[src/rtl/bitonic_pkg.sv]
// Shared constants and helpers for the bitonic merge-node blocks.
// Lane packing: lane k of a packed vector of W-bit lanes occupies
// bits [W*(k+1)-1 -: W], i.e. lane 0 is the least significant lane.
package bitonic_pkg;

  // Direction encoding carried on in_dir / out_dir.
  localparam logic DIR_DESC = 1'b1;  // larger key to the lower lane index
  localparam logic DIR_ASC  = 1'b0;  // smaller key to the lower lane index

  // Legal parameter ranges.
  localparam int NODE_ORDER_MIN = 1;
  localparam int NODE_ORDER_MAX = 6;
  localparam int PIPE_DEPTH_MIN = 1;
  localparam int PIPE_DEPTH_MAX = 4;

  // Most significant bit of lane idx in a vector of width-bit lanes.
  function automatic int lane_hi(input int width, input int idx);
    return width * (idx + 1) - 1;
  endfunction

  // Least significant bit of lane idx in a vector of width-bit lanes.
  function automatic int lane_lo(input int width, input int idx);
    return width * idx;
  endfunction

  function automatic bit node_order_legal(input int order);
    return (order >= NODE_ORDER_MIN) && (order <= NODE_ORDER_MAX);
  endfunction

  function automatic bit pipe_depth_legal(input int depth);
    return (depth >= PIPE_DEPTH_MIN) && (depth <= PIPE_DEPTH_MAX);
  endfunction

endpackage

[src/rtl/bitonic_cswap.sv]
// One compare-exchange element of the half-cleaner. Purely combinational.
// Lane A is the lower-index lane of the pair, lane B the upper one.
// Ties never swap, so equal keys keep their original order (stable).
module bitonic_cswap
  import bitonic_pkg::*;
#(
  parameter int DATA_WIDTH = 8,
  parameter int TAG_WIDTH  = 4
) (
  input  logic [DATA_WIDTH-1:0] a_key,
  input  logic [TAG_WIDTH-1:0]  a_tag,
  input  logic [DATA_WIDTH-1:0] b_key,
  input  logic [TAG_WIDTH-1:0]  b_tag,
  input  logic                  dir,
  output logic [DATA_WIDTH-1:0] lo_key,
  output logic [TAG_WIDTH-1:0]  lo_tag,
  output logic [DATA_WIDTH-1:0] hi_key,
  output logic [TAG_WIDTH-1:0]  hi_tag,
  output logic                  swap
);

  // Strict unsigned compare decides the exchange; tags follow their keys.
  always_comb begin
    swap   = (dir == DIR_DESC) ? (b_key > a_key) : (a_key > b_key);
    lo_key = swap ? b_key : a_key;
    lo_tag = swap ? b_tag : a_tag;
    hi_key = swap ? a_key : b_key;
    hi_tag = swap ? a_tag : b_tag;
  end

endmodule

[src/rtl/bitonic_node_pipe.sv]
// Pipelined, flow-controlled bitonic half-cleaner for one merge level.
// Lane i is compare-exchanged against lane i+N/2 ahead of stage 1; the
// remaining stages are plain delay registers with bubble collapse.
//
// Handshake: a beat moves on every rising edge where valid && ready, on
// both the input and the output side. While out_valid && !out_ready the
// output registers hold. in_ready depends only on out_ready, the stage
// valid bits and reset -- never on in_valid -- so chained instances do not
// form combinational loops through valid.
module bitonic_node_pipe
  import bitonic_pkg::*;
#(
  parameter int DATA_WIDTH = 8,
  parameter int TAG_WIDTH  = 4,
  parameter int NODE_ORDER = 3,
  parameter int PIPE_DEPTH = 2
) (
  input  logic                                  clk,
  input  logic                                  reset,
  input  logic                                  in_valid,
  output logic                                  in_ready,
  input  logic                                  in_dir,
  input  logic [(2**NODE_ORDER)*DATA_WIDTH-1:0] in_key,
  input  logic [(2**NODE_ORDER)*TAG_WIDTH-1:0]  in_tag,
  output logic                                  out_valid,
  input  logic                                  out_ready,
  output logic [(2**NODE_ORDER)*DATA_WIDTH-1:0] out_key,
  output logic [(2**NODE_ORDER)*TAG_WIDTH-1:0]  out_tag,
  output logic                                  out_dir,
  output logic [(2**NODE_ORDER)/2-1:0]          out_swap
);

  localparam int N    = 2 ** NODE_ORDER;
  localparam int HALF = N / 2;
  localparam int KW   = N * DATA_WIDTH;
  localparam int TW   = N * TAG_WIDTH;
  localparam int LAST = PIPE_DEPTH - 1;

  // Reject illegal configurations at elaboration time.
  if (!node_order_legal(NODE_ORDER)) begin : g_bad_node_order
    $error("bitonic_node_pipe: NODE_ORDER out of range 1..6");
  end
  if (!pipe_depth_legal(PIPE_DEPTH)) begin : g_bad_pipe_depth
    $error("bitonic_node_pipe: PIPE_DEPTH out of range 1..4");
  end
  if (TAG_WIDTH < 1) begin : g_bad_tag_width
    $error("bitonic_node_pipe: TAG_WIDTH must be at least 1");
  end

  // Exchanged lanes, ahead of stage 1.
  logic [KW-1:0]   xkey;
  logic [TW-1:0]   xtag;
  logic [HALF-1:0] xswap;

  for (genvar i = 0; i < HALF; i++) begin : g_cmp
    bitonic_cswap #(
      .DATA_WIDTH (DATA_WIDTH),
      .TAG_WIDTH  (TAG_WIDTH)
    ) u_cswap (
      .a_key  (in_key[lane_hi(DATA_WIDTH, i)        -: DATA_WIDTH]),
      .a_tag  (in_tag[lane_hi(TAG_WIDTH,  i)        -: TAG_WIDTH]),
      .b_key  (in_key[lane_hi(DATA_WIDTH, i + HALF) -: DATA_WIDTH]),
      .b_tag  (in_tag[lane_hi(TAG_WIDTH,  i + HALF) -: TAG_WIDTH]),
      .dir    (in_dir),
      .lo_key (xkey[lane_hi(DATA_WIDTH, i)          -: DATA_WIDTH]),
      .lo_tag (xtag[lane_hi(TAG_WIDTH,  i)          -: TAG_WIDTH]),
      .hi_key (xkey[lane_hi(DATA_WIDTH, i + HALF)   -: DATA_WIDTH]),
      .hi_tag (xtag[lane_hi(TAG_WIDTH,  i + HALF)   -: TAG_WIDTH]),
      .swap   (xswap[i])
    );
  end

  // Stage registers; index 0 is stage 1, index LAST drives the outputs.
  logic [PIPE_DEPTH-1:0] v_q,   v_d;
  logic [PIPE_DEPTH-1:0] dir_q, dir_d;
  logic [KW-1:0]         key_q  [PIPE_DEPTH];
  logic [KW-1:0]         key_d  [PIPE_DEPTH];
  logic [TW-1:0]         tag_q  [PIPE_DEPTH];
  logic [TW-1:0]         tag_d  [PIPE_DEPTH];
  logic [HALF-1:0]       swap_q [PIPE_DEPTH];
  logic [HALF-1:0]       swap_d [PIPE_DEPTH];
  logic [PIPE_DEPTH-1:0] load;

  // Stage load enables, walking back from the output: a stage may take new
  // contents when it is empty or when its own contents move on.
  always_comb begin
    load       = '0;
    load[LAST] = out_ready || !v_q[LAST];
    for (int s = LAST - 1; s >= 0; s--) begin
      load[s] = load[s + 1] || !v_q[s];
    end
  end

  assign in_ready = load[0] && !reset;

  // Next-state for every stage; data registers only change on a valid load
  // so an empty slot keeps its last contents.
  always_comb begin
    v_d    = v_q;
    dir_d  = dir_q;
    key_d  = key_q;
    tag_d  = tag_q;
    swap_d = swap_q;
    if (load[0]) begin
      v_d[0] = in_valid;
      if (in_valid) begin
        key_d[0]  = xkey;
        tag_d[0]  = xtag;
        dir_d[0]  = in_dir;
        swap_d[0] = xswap;
      end
    end
    for (int s = 1; s < PIPE_DEPTH; s++) begin
      if (load[s]) begin
        v_d[s] = v_q[s - 1];
        if (v_q[s - 1]) begin
          key_d[s]  = key_q[s - 1];
          tag_d[s]  = tag_q[s - 1];
          dir_d[s]  = dir_q[s - 1];
          swap_d[s] = swap_q[s - 1];
        end
      end
    end
  end

  // Pipeline state; reset discards every in-flight beat and clears data.
  always_ff @(posedge clk) begin
    if (reset) begin
      v_q   <= '0;
      dir_q <= '0;
      for (int s = 0; s < PIPE_DEPTH; s++) begin
        key_q[s]  <= '0;
        tag_q[s]  <= '0;
        swap_q[s] <= '0;
      end
    end else begin
      v_q    <= v_d;
      dir_q  <= dir_d;
      key_q  <= key_d;
      tag_q  <= tag_d;
      swap_q <= swap_d;
    end
  end

  assign out_valid = v_q[LAST];
  assign out_key   = key_q[LAST];
  assign out_tag   = tag_q[LAST];
  assign out_dir   = dir_q[LAST];
  assign out_swap  = swap_q[LAST];

endmodule

[config.mk]
export PLATFORM = sky130hd
export DESIGN_NAME = bitonic_node_pipe
export DESIGN_NICKNAME = d
export VERILOG_FILES = /design/src/rtl/bitonic_pkg.sv /design/src/rtl/bitonic_cswap.sv /design/src/rtl/bitonic_node_pipe.sv
export SDC_FILE = /design/constraint.sdc
export NUM_CORES = 1
export LEC_CHECK = 0
export ABC_CLOCK_PERIOD_IN_PS = 2700
export CAP_MARGIN = 20
export CORE_ASPECT_RATIO = 1.1
export CORE_MARGIN = 2
export CORE_UTILIZATION = 50
export CTS_CLUSTER_DIAMETER = 50
export DETAILED_ROUTE_END_ITERATION = 6
export PLACE_DENSITY = 0.88
export SLEW_MARGIN = 20
export SYNTH_ARGS = -nofsm -noshare
export SYNTH_HDL_FRONTEND = slang
export SYNTH_SLANG_ARGS = --single-unit
[constraint.sdc]
create_clock -name clk -period 2.7 [get_ports clk]
set_clock_uncertainty 0.05 [all_clocks]
set_input_delay 0.54 -clock clk [delete_from_list [all_inputs] [get_ports clk]]
set_output_delay 0.54 -clock clk [all_outputs]
set_load 0.1 [all_outputs]
==> metrics.md <==
| Metric | Value |
|---|---|
| Final net count | 1343 |
| Routed length on met2 | 12.0 mm |
| Clock transition at path regs | 0.06 ns |
| Slowest-stage cell, CP | clkdlybuf4s50_1 |
| Grt ovf | 0 |
| CP Launch Type | primary input |
| Htree depth | 1 |
| DR WL met3 | between 1.5 and 2 mm |
| First-pass GRT wire length | 40.8 mm |
| Final Setup Violations | 0 |
| Ys Warns | 0 |
| Pleak | 5.02 nW |
| Worst Tran Pin Value | 0.901 ns |
| Clk_lat worst skew | approximately 0.51 ns |
| Status | complete, no violations |
| Leading area contributor after synthesis | dfxtp_1 |
| Wire length per cell | 17.0 um |
| Critical-path cell list | clkdlybuf4s50_1 > inv_1 > ha_1 > buf_4 > nand4_1 > o21ai_0 > nor2_2 > a311oi_4 > buf_12 > mux2i_1 |
| Mapped Area | 0.00996 mm2 |
| Final hold vios | 0 |
| Max VDD drop | 0.498 mV |
| Largest net degree at the start of global routing | roughly 110 |
| Fin crit share | a little under 90% |
| Final wirelength | 25.1 mm |
| Worst setup EP type | flip-flop |
| Gr usage total | 22.9% |
| Worst Hold Slack | 0.237 ns |
| Synth top area cells | dfxtp_1 41%, a22oi_1 14%, mux2i_1 9.8% |
| DRT met1 WL | 10.6 mm |
| Initial antenna violation count | 0 |
| Die W | 139 um |
| Clk sinks | ~200 |
| CTS root buf | clkbuf_16 |
| Post-layout min period | 2.37 ns |
| Layout cells sized above 1 | roughly 16% |
| N_diodes | 0 |
| Post-Syn Instances | 1127 |
| Fin. max-slew vios | 0 |
| Die height | 152 um |
| Synth unique cells | 30 |
| Final core occ | 62.5% |
| Area growth from synthesis to layout | 23.5% |
| Critical path arrival | 2.74 ns |
| Starting DRT DRC Count | 719 |
| Worst Hold Class | in2reg |
| Power per cell area | 686 mW/mm2 |
| IO Count | between 200 and 250 |
| CP peak stage delay | 0.50 ns |
| Vias after detailed routing | about 8500 |
| Drt first pass iters | 6 |
| GPL Wtd Cong | roughly 0.82 |
| Row cnt | 54 |
| Core area | 0.0197 mm2 |
| Proportion of netlist area held by the largest area contributor | 41.0% |
| DR vias/cell | between 5 and 6 |
| Cts hold-fix bufs | 0 |
| Setup TNS | 0 ns |
| Port bufs | between 200 and 250 |
| Peak fanout along the critical path | 23 |
| Max-Cap Viols | 0 |
| Relative slew slack | roughly two fifths |
| CTS max path bufs | 3 |
| CTS tree | yes |
| Drt drc | 0 |
| CTS buffer count | 24 |
| Die area | 0.0211 mm2 |
| Vias in the first global route | just over 8000 |
| Ys flop type | dfxtp_1 |
| FF+latch count, synth | 204 |
| Syn avg cell area | around 8.8 um2 |
| Async SR Flop Fraction | 0% |
| Number of synthesized flops with an enable pin | 0 |
| Detail Placement HPWL | approximately 17 mm |
| Top post-synthesis cells by count | 209 x nand2_1, 204 x dfxtp_1, 192 x a22oi_1 |
| DR top layer | met4 |
| Mapped Nets | ~1300 |
| Initial Util | between 50 and 60% |
| Fmax | 421 MHz |
| Most numerous cell in the Yosys netlist | nand2_1 |
| Critical Path RT | around 3.1 ns |
| Register area share after synthesis | 41.0% |
| Routed Antenna Nets | 0 |
| Crit path kind | in2reg |
| Post-CTS setup repair buffer count | 0 |
| RSZ-0062 raised after global routing | false |
| Resized Gates After CTS | 0 |
[per-layer routing]
layer,vias up,global-route usage (%)
met2,300,38.6
met3,51,4.85
met1,4073,29.3
li1,4065,-
met4,0,7.53
met5,-,0
[cells by family after synthesis]
| group | share of synthesized area, % |
|---|---|
| buffers and inverters | 12.8 |
| flip-flops | 41.0 |
| adder cells (fa/ha/maj) | 4.02 |
| AO/OA/AOI/OAI | 22.8 |
| AND/OR/NAND/NOR | 9.65 |
| multiplexers | 9.75 |
[metrics by stage]
stage,power [mW],cell area (um2),std cells,worst slack [ns]
after floorplan,4.56,9960,1127,0.0419
after global placement,4.99,11400,1436,-0.0731
after detailed placement,5.04,11400,1436,-0.184
after CTS,8.49,12300,1479,0.348
after global routing,8.75,12300,1479,0.220
final,8.43,12300,1479,0.325
[report_power, final]
part	internal [mW]	switching, mW
clock	2.14	1.31
sequential	3.23	0.160
combinational	0.613	0.984
[layout by cell type, fill, tap and decap left out, types with 2 or more instances in the layout]
cell type,n
nand2_1,208
dfxtp_1,204
a22oi_1,192
buf_4,128
a21oi_1,112
clkdlybuf4s50_1,99
mux2i_1,97
inv_1,34
ha_1,32
clkbuf_16,25
buf_12,15
nor2_1,10
nand4_1,8
a211oi_1,8
nor2b_1,5
a21o_1,5
clkinvlp_4,5
o211ai_1,4
o21ai_0,4
bufinv_16,4
o211a_1,3
a211oi_4,3
clkbuf_1,3
nor2_4,2
and2_4,2
clkbuf_8,2
clkinv_4,2
[final cells by class]
type | count | area (um2)
clock buffer | 30 | 664
clock inverter | 13 | 189
fill | 1585 | 7370
inverter | 34 | 128
multi-input combinational | 703 | 4650
sequential | 204 | 4080
tap | 252 | 315
timing repair buffer | 243 | 2260
[worst paths after layout]
check / start / endpoint / slack (ns) / cells after the start
worst max-delay path: in_key[47] / tag_q[37] / 0.33 / 10
worst min-delay path: reset / v_q[1] / 0.24 / 2
worst max register to register: v_q[0] / tag_q[51] / 0.82 / 6
worst min register to register: tag_q[39] / out_tag[7] / 0.40 / 2
[sequential cells by signal (all words and copies together), names as in the netlist]
| register | flops |
|---|---|
| out_key | 64 |
| out_tag | 32 |
| tag_q | 32 |
| dir_q | 2 |
| v_q | 2 |
| out_swap | 4 |
| key_q | 64 |
| swap_q | 4 |
[critical path: cells and delay by family]
family,cells,cell delay [ns]
AO/OA/AOI/OAI,2,0.55
adder cells (fa/ha/maj),1,0.30
multiplexers,1,0.21
AND/OR/NAND/NOR,2,0.19
buffers and inverters,4,0.93
Power figures use the tool's default switching activity.
